<file path="config.mk">
export PLATFORM = sky130hd
export DESIGN_NAME = fifo_write_arbiter
export DESIGN_NICKNAME = d
export VERILOG_FILES = /design/src/rtl/fifo_write_arbiter.sv
export SDC_FILE = /design/constraint.sdc
export NUM_CORES = 1
export LEC_CHECK = 0
export BUFFER_PORTS_ARGS = -buffer_cell sky130_fd_sc_hd__buf_4
export CAP_MARGIN = 5
export CORE_UTILIZATION = 34
export DETAILED_ROUTE_END_ITERATION = 7
export HOLD_SLACK_MARGIN = 0.15
export MAX_ROUTING_LAYER = met4
export PLACE_DENSITY = 0.82
export SETUP_SLACK_MARGIN = 0.4
export SYNTH_ARGS = -nofsm -noshare
export SYNTH_HDL_FRONTEND = slang
export SYNTH_SLANG_ARGS = --single-unit
</file>
<file path="constraint.sdc">
create_clock -name clock -period 1.8 [get_ports clock]
set_clock_uncertainty 0.05 [all_clocks]
set_input_delay 0.36 -clock clock [delete_from_list [all_inputs] [get_ports clock]]
set_output_delay 0.36 -clock clock [all_outputs]
set_load 0.05 [all_outputs]
</file>
<file path="src/rtl/fifo_write_arbiter.sv">
// fifo_write_arbiter: shares one synchronous FIFO write port among NREQ
// requesters. Arbitration is round-robin and each burst is bounded.
// The IDLE state picks the next owner. The BURST state forwards the owner's
// words in the same cycle they are presented, and never while the FIFO is full.
// Optional build macro FWA_STATS_EN adds saturating words_written and
// stall_cycles counters.
module fifo_write_arbiter #(
    parameter int NREQ      = 4,
    parameter int DW        = 32,
    parameter int MAX_BURST = 4
) (
    input  logic              clock,
    input  logic              reset,
    input  logic [NREQ-1:0]   req,
    input  logic [NREQ*DW-1:0] req_data,
    output logic [NREQ-1:0]   ack,
    output logic [NREQ-1:0]   grant,
    input  logic              fifo_full,
    output logic              fifo_wn,
    output logic [DW-1:0]     fifo_din
`ifdef FWA_STATS_EN
    ,
    output logic [15:0]       words_written,
    output logic [15:0]       stall_cycles
`endif
);

    localparam int OW = (NREQ > 1) ? $clog2(NREQ) : 1;
    localparam int SW = OW + 1;

    typedef enum logic {IDLE, BURST} state_t;

    state_t          state_q, state_d;
    logic [OW-1:0]   owner_q, owner_d;
    logic [OW-1:0]   last_owner_q, last_owner_d;
    logic [7:0]      burst_cnt_q, burst_cnt_d;
    logic [NREQ-1:0] grant_q, grant_d;

    logic [DW-1:0]   word [NREQ];
    logic [OW-1:0]   sel_idx;
    logic            sel_found;
    logic [SW-1:0]   cand_sum;
    logic [OW-1:0]   cand;
    logic            owner_req;
    logic            in_burst;

    // Unpack the flat request bus and build the one-hot ack from the owner index.
    for (genvar gi = 0; gi < NREQ; gi++) begin : g_req
        assign word[gi] = req_data[gi*DW +: DW];
        assign ack[gi]  = fifo_wn && (owner_q == OW'(gi));
    end

    // Round-robin search: the first asserted request after last_owner, wrapping.
    always_comb begin
        sel_found = 1'b0;
        sel_idx   = '0;
        cand_sum  = '0;
        cand      = '0;
        for (int k = 1; k <= NREQ; k++) begin
            cand_sum = {1'b0, last_owner_q} + SW'(k);
            cand     = OW'((cand_sum >= SW'(NREQ)) ? cand_sum - SW'(NREQ) : cand_sum);
            if (!sel_found && req[cand]) begin
                sel_found = 1'b1;
                sel_idx   = cand;
            end
        end
    end

    // Combinational write path: a word is taken in the cycle it is offered,
    // unless the FIFO is full or reset is high.
    always_comb begin
        in_burst  = (state_q == BURST);
        owner_req = req[owner_q];
        fifo_wn   = in_burst && owner_req && !fifo_full && !reset;
        fifo_din  = fifo_wn ? word[owner_q] : '0;
    end

    assign grant = grant_q;

    // Next-state logic: arbitrate in IDLE; in BURST count words, release or stall.
    always_comb begin
        state_d      = state_q;
        owner_d      = owner_q;
        last_owner_d = last_owner_q;
        burst_cnt_d  = burst_cnt_q;
        grant_d      = grant_q;
        case (state_q)
            IDLE: begin
                if (sel_found) begin
                    state_d     = BURST;
                    owner_d     = sel_idx;
                    grant_d     = {{(NREQ-1){1'b0}}, 1'b1} << sel_idx;
                    burst_cnt_d = '0;
                end
            end
            BURST: begin
                if (!owner_req) begin
                    // Owner released early; nothing is written this cycle.
                    state_d      = IDLE;
                    last_owner_d = owner_q;
                    grant_d      = '0;
                end else if (fifo_wn) begin
                    burst_cnt_d = burst_cnt_q + 8'd1;
                    if (burst_cnt_q == 8'(MAX_BURST - 1)) begin
                        state_d      = IDLE;
                        last_owner_d = owner_q;
                        grant_d      = '0;
                    end
                end
                // Owner requesting while the FIFO is full: hold everything.
            end
            default: state_d = IDLE;
        endcase
    end

    // State registers with synchronous reset; last_owner starts at NREQ-1 so
    // requester 0 wins the first arbitration.
    always_ff @(posedge clock) begin
        if (reset) begin
            state_q      <= IDLE;
            owner_q      <= '0;
            last_owner_q <= OW'(NREQ - 1);
            burst_cnt_q  <= '0;
            grant_q      <= '0;
        end else begin
            state_q      <= state_d;
            owner_q      <= owner_d;
            last_owner_q <= last_owner_d;
            burst_cnt_q  <= burst_cnt_d;
            grant_q      <= grant_d;
        end
    end

`ifdef FWA_STATS_EN
    logic [15:0] words_q, words_d;
    logic [15:0] stall_q, stall_d;

    // Saturating counters for writes and owner stalls on a full FIFO.
    always_comb begin
        words_d = words_q;
        stall_d = stall_q;
        if (fifo_wn && (words_q != 16'hFFFF)) begin
            words_d = words_q + 16'd1;
        end
        if (in_burst && owner_req && fifo_full && (stall_q != 16'hFFFF)) begin
            stall_d = stall_q + 16'd1;
        end
    end

    // Counter registers, cleared by reset.
    always_ff @(posedge clock) begin
        if (reset) begin
            words_q <= '0;
            stall_q <= '0;
        end else begin
            words_q <= words_d;
            stall_q <= stall_d;
        end
    end

    assign words_written = words_q;
    assign stall_cycles  = stall_q;
`endif

endmodule

</file>
==> results.json, run 1 <==
{
  "outcome": "complete, but fails checks",
  "failed_checks": "negative setup slack",
  "cts_tree": "done",
  "p_switching_uw": 590,
  "synth.top_cell.area_share_pct": 39.7,
  "clockBufferDepth": 2,
  "ff2ff_path_depth": 6,
  "rr_endpoint": "last_owner_q[1]$_SDFFE_PP1P_",
  "place_area_mm2": 0.00358,
  "synthesis.nets": 319,
  "finish.instance_area_mm2": 0.00389,
  "arrival_ns": 1.79,
  "grt_pass1_vias": 2480,
  "cp-startpoint": "owner_q[0]$_SDFFE_PP0P_",
  "ff2ff_setup_slack_ns": -0.17,
  "hpwl_mm": 6.55,
  "p_int_mw": 1.14,
  "grt_pass1_wl_mm": 12.6,
  "drtIter0Drc": 54,
  "power_mw": 1.73,
  "ant_nets": 0,
  "synth_area_mm2": 0.00187,
  "area_delta_synth_final_pct": 108,
  "clock_power_share_pct": 16.4,
  "antenna_cells": 0,
  "start_util_pct": 36.0,
  "grt_util_all_layers_pct": 28.5,
  "ioPinCount": 176,
  "gp_congestion": 0.911,
  "post-place-ws_ns": -0.204,
  "synth-edff-count": 0,
  "wire_per_inst_um": 18.5,
  "relSlewSlack_pct": 75.3,
  "grt_max_degree": 25,
  "cts_made_buffers": 3,
  "synthFlopType": "dfxtp_1",
  "ys_warn_count": 0,
  "hold_violations": 0,
  "dr.pass1.iters": 4,
  "leakagePower_nw": 1.71,
  "seqPwrFrac_pct": 24.5,
  "fillers": 369,
  "cts_max_level": 1,
  "drv_slew": 0,
  "cap_violations": 0,
  "die_w_um": 76.2,
  "finalSetupTns_ns": -14.22,
  "cp.required_ns": 1.39,
  "layout.cells.non_filler": 438,
  "hold_class": "flop to flop",
  "crit_path_end": "fifo_din[31]",
  "vdd_drop_max_uv": 394,
  "synth_cells": 183,
  "whs_ns": 0.437,
  "io_buffers": 175,
  "pwr-share-comb_pct": 59.1,
  "synth_common_cells": "36 x and3_1, 33 x mux4_2, 17 x dfxtp_1",
  "dp_cells": 427,
  "crit_fanout": 24,
  "timing_worst_setup_path_type": "flop to primary output",
  "worst_path_largest_cell_delay_ns": 0.59,
  "drive_gt1_share_pct": 78.3,
  "p_per_area_mw_per_mm2": 446,
  "wirelength_mm": 8.11,
  "postCtsHoldBufs": 0,
  "antenna_found_initial": 0,
  "rsz0062_at_grt": "yes",
  "rows": 26,
  "ys_seq_area_share_pct": 18.2,
  "path_clk_slew_ns": 0.07,
  "gr-total-overflow": 0,
  "num_vias": 2405,
  "postSynthAreaPerCell_um2": 10.2,
  "yosysTopAreaCell": "mux4_2",
  "die_h_um": 76.2,
  "finalNetCount": 505,
  "path_cells": "mux4_2 > buf_12 > and3_2 > buf_6",
  "clockRootBuffer": "clkbuf_8",
  "start_kind": "flop",
  "async_reset_ff_share_pct": 0,
  "end_kind": "primary output",
  "viasPerCell": 5.49,
  "core_area_mm2": 0.00520,
  "synth-seq-cells": 17,
  "synthTopCellsByArea": "mux4_2 40%, dfxtp_1 18%, and3_1 12%",
  "tightest_slew_ns": 0.369,
  "layout_setup_ws_ns": -0.398,
  "period_needed_ns": 2.20,
  "r2r_start": "owner_q[0]$_SDFFE_PP0P_",
  "ys_types": 34,
  "insertion_delay_ns": 0.25,
  "numClockSinks": 17,
  "final_util_pct": 74.7,
  "critPathSlowestCell": "mux4_2",
  "die-area_mm2": 0.00581,
  "finalCritPeriodShare_pct": 122,
  "synth_most_common_cell": "and3_1",
  "drc": 0,
  "setup_viol_count_final": 49,
  "fmax_ghz": 0.455,
  "netSwitchingFraction_pct": 34.0
}
==> power by group through the flow <==
stage / logic (mW) / registers, mW / clock network, mW
after global routing: 1.08 / 0.428 / 0.311
after CTS: 0.994 / 0.424 / 0.283
final: 1.02 / 0.424 / 0.285
after floorplan: 0.559 / 0.448 / 0
after detailed placement: 0.947 / 0.431 / 0
after global placement: 0.926 / 0.431 / 0
==> state kept, by name, summed over array words and instances (netlist names) <==
signal / flops
last_owner_q: 2
grant: 4
burst_cnt_q: 8
owner_q: 2
in_burst: 1
==> kinds of logic after synthesis <==
logic type | Yosys count | synth area share, %
AO/OA/AOI/OAI | 19 | 7.49
XOR/XNOR | 3 | 1.40
adder cells (fa/ha/maj) | 1 | 0.668
buffers and inverters | 21 | 5.08
flip-flops | 17 | 18.2
multiplexers | 37 | 41.8
AND/OR/NAND/NOR | 85 | 25.3
==> per-layer routing <==
metal | vias to the layer above | wire length (um) | track usage, % | part of all wire, %
li1 | 1106 | - | - | -
met1 | 1151 | 2950 | 31.5 | 36
met2 | 116 | 4160 | 48.5 | 51
met3 | 32 | 711 | 8.62 | 8.8
met4 | 0 | 284 | 10.4 | 3.5
met5 | - | 0 | - | 0
==> how the worst min path moves through the flow <==
stage	from	endpoint	slack, ns	depth (start not counted)
final	burst_cnt_q[4]$_SDFFE_PP0P_	burst_cnt_q[4]$_SDFFE_PP0P_	0.44	1
after global placement	burst_cnt_q[4]$_SDFFE_PP0P_	burst_cnt_q[4]$_SDFFE_PP0P_	0.42	1
after CTS	burst_cnt_q[4]$_SDFFE_PP0P_	burst_cnt_q[4]$_SDFFE_PP0P_	0.44	1
after floorplan	burst_cnt_q[4]$_SDFFE_PP0P_	burst_cnt_q[4]$_SDFFE_PP0P_	0.40	1
after global routing	burst_cnt_q[7]$_SDFFE_PP0P_	burst_cnt_q[7]$_SDFFE_PP0P_	0.48	2
after detailed placement	burst_cnt_q[4]$_SDFFE_PP0P_	burst_cnt_q[4]$_SDFFE_PP0P_	0.42	1
==> cell usage in the layout (no fill, tap or decap), types with 4 or more instances in the layout <==
master / netlist / routed
buf_4: 3 / 158
buf_6: 0 / 36
mux4_2: 33 / 33
and3_4: 0 / 32
dfxtp_1: 17 / 15
nor2_1: 14 / 11
nand2_1: 9 / 7
nand2b_1: 4 / 4
mux2i_1: 4 / 4
nand4_1: 4 / 4
nand3b_1: 4 / 4
buf_12: 0 / 4
==> final cells by class <==
type | instances | area, um^2 | area share [%]
flip-flops and latches | 17 | 345 | 8.88
inverters | 3 | 13.8 | 0.354
multi-input cells | 145 | 1710 | 44.0
repair buffers | 199 | 1690 | 43.4
well taps | 70 | 87.6 | 2.25
clock buffers | 4 | 45.0 | 1.16
==> what timing repair did <==
item,4_1_cts,5_1_grt
setup endpoints to repair,54,53
buffers inserted,2,5
pin swaps,3,1
resized for setup,44,5
==> worst max-delay path, delay by kind of cell, from the launching register on <==
family | cells | cell delay [ns]
muxes | 1 | 0.59
buffers and inverters | 2 | 0.35
and+or+nand+nor | 1 | 0.19
DFF | 1 | 0.39
Note: power is estimated with default switching activity, not from simulation.
==> run 2: changes to the inputs <==
PLACE_DENSITY = 0.87   (was 0.82)
==> run 2 against run 1 <==
- the flow still finishes with violations (negative setup slack)
- sequential power about the same
- fmax decreased by 0.52%
- clock power increased by 3%
- die area unchanged
- cell count decreased by 0.46%
- critical path type unchanged
- largest power group unchanged
==> results.json, run 2 (same netlist as run 1, synthesis figures left out) <==
{
  "antenna_found_initial": 0,
  "grt_util_all_layers_pct": 28.2,
  "core_area_mm2": 0.00520,
  "whs_ns": 0.454,
  "final_common_cell": "buf_4",
  "grt_max_degree": 23,
  "worst_path_largest_cell_delay_ns": 0.61,
  "postCtsHoldBufs": 0,
  "hold_class": "flop to flop",
  "viasPerCell": 5.48,
  "drc": 0,
  "fillers": 363,
  "setup_viol_count_final": 37,
  "period_needed_ns": 2.21,
  "layout_setup_ws_ns": -0.410,
  "gr-total-overflow": 0,
  "crit_fanout": 20,
  "final_cell_mix": "146 x buf_4, 43 x buf_6, 33 x mux4_2, 31 x and3_4, 15 x dfxtp_1",
  "leakagePower_nw": 1.74,
  "drv_slew": 0,
  "hold_violations": 0,
  "critPathSlowestCell": "mux4_2",
  "finalCritPeriodShare_pct": 123,
  "ff2ff_setup_slack_ns": 0.01,
  "clockRootBuffer": "clkbuf_8",
  "drive_gt1_share_pct": 79.0,
  "hpwl_mm": 6.38,
  "start_kind": "flop",
  "timing_worst_setup_path_type": "flop to primary output",
  "die_h_um": 76.2,
  "grt_pass1_vias": 2552,
  "antenna_cells": 0,
  "failed_checks": "negative setup slack",
  "arrival_ns": 1.80,
  "cts_made_buffers": 3,
  "drtIter0Drc": 99,
  "ioPinCount": 176,
  "multi_input_area_mm2": 0.00171,
  "die-area_mm2": 0.00581,
  "p_per_area_mw_per_mm2": 440,
  "fmax_ghz": 0.453,
  "area_delta_synth_final_pct": 110,
  "wire_per_inst_um": 18.3,
  "gp_congestion": 0.904,
  "vdd_drop_max_uv": 649,
  "relSlewSlack_pct": 78.4,
  "ant_nets": 0,
  "dp_cells": 429,
  "largest_reg_flops": 8,
  "num_vias": 2388,
  "rsz0062_at_grt": "yes",
  "largest_register": "burst_cnt_q",
  "clockBufferDepth": 2,
  "cp.required_ns": 1.39,
  "dr.pass1.iters": 4,
  "finalSetupTns_ns": -13.78,
  "grt_pass1_wl_mm": 12.6,
  "numClockSinks": 17,
  "cp_top_family": "multiplexers",
  "regArea_um2": 345,
  "io_buffers": 175,
  "layout.cells.non_filler": 436,
  "cts_tree": "done",
  "rows": 26,
  "start_util_pct": 36.0,
  "insertion_delay_ns": 0.25,
  "wirelength_mm": 7.99,
  "path_clk_slew_ns": 0.07,
  "path_cells": "mux4_2 > buf_12 > and3_2 > buf_6",
  "end_kind": "primary output",
  "cap_violations": 0,
  "cts_max_level": 1,
  "tightest_slew_ns": 0.320,
  "outcome": "complete, but fails checks",
  "finalNetCount": 503,
  "die_w_um": 76.2,
  "crit_buf_inv": 2,
  "power_mw": 1.73
}
run 2: cell count changes in the layout (fill, tap and decap cells not counted), sizes merged:
cell | previous run | this run
clkbuf | 4 | 3
buf | 199 | 197
clkinv | 0 | 1
run 2: through the flow:
stage	area (um^2)	setup slack [ns]	util, %
floorplan	2140	-0.0188	-
global placement	3610	-0.190	69.4
detailed placement	3610	-0.212	69.4
CTS	3850	-0.411	73.9
global route	3930	-0.468	75.5
finish	3930	-0.410	75.5
run 2: power by group:
group	internal, mW	switching (mW)	total [mW]
combinational	0.574	0.434	1.01
sequential	0.399	0.0265	0.426
clock	0.154	0.140	0.293
run 2: worst register-to-register path, delay by kind of cell, from the launching register on:
family	cells	cell delay (ns)
buffers and inverters	1	0.20
DFF	1	0.40
muxes	2	0.83
AOI/OAI and AO/OA	1	0.24
run 2: metal layers:
layer	up-vias	track usage, %	share of wire (%)
met2	114	51.1	54
li1	1102	-	-
met5	-	-	0
met1	1148	29.8	37
met3	24	7.31	6.3
met4	0	9.62	2.9
run 2: final timing paths:
kind                                              start                      endpoint  cells past startpoint
worst max-delay path            owner_q[0]$_SDFFE_PP0P_                  fifo_din[31]                      4
worst min-delay path              grant[3]$_SDFFE_PP0P_         grant[3]$_SDFFE_PP0P_                      2
worst max register to register  owner_q[0]$_SDFFE_PP0P_  last_owner_q[1]$_SDFFE_PP1P_                      4
worst min register to register    grant[3]$_SDFFE_PP0P_         grant[3]$_SDFFE_PP0P_                      2
run 2: timing repair:
| action | CTS | global route |
|---|---|---|
| pin swaps | 6 | 4 |
| resized for setup | 52 | 13 |
| endpoints found under the setup margin | 54 | 54 |
| setup buffers | 0 | 3 |
run 2: area by class of cell:
type	count	area share, %
Inverter	3	0.350
Tap cell	70	2.23
Multi-Input combinational cell	145	43.5
Clock buffer	3	1.05
Clock inverter	1	0.127
Sequential cell	17	8.79
Timing Repair Buffer	197	43.9
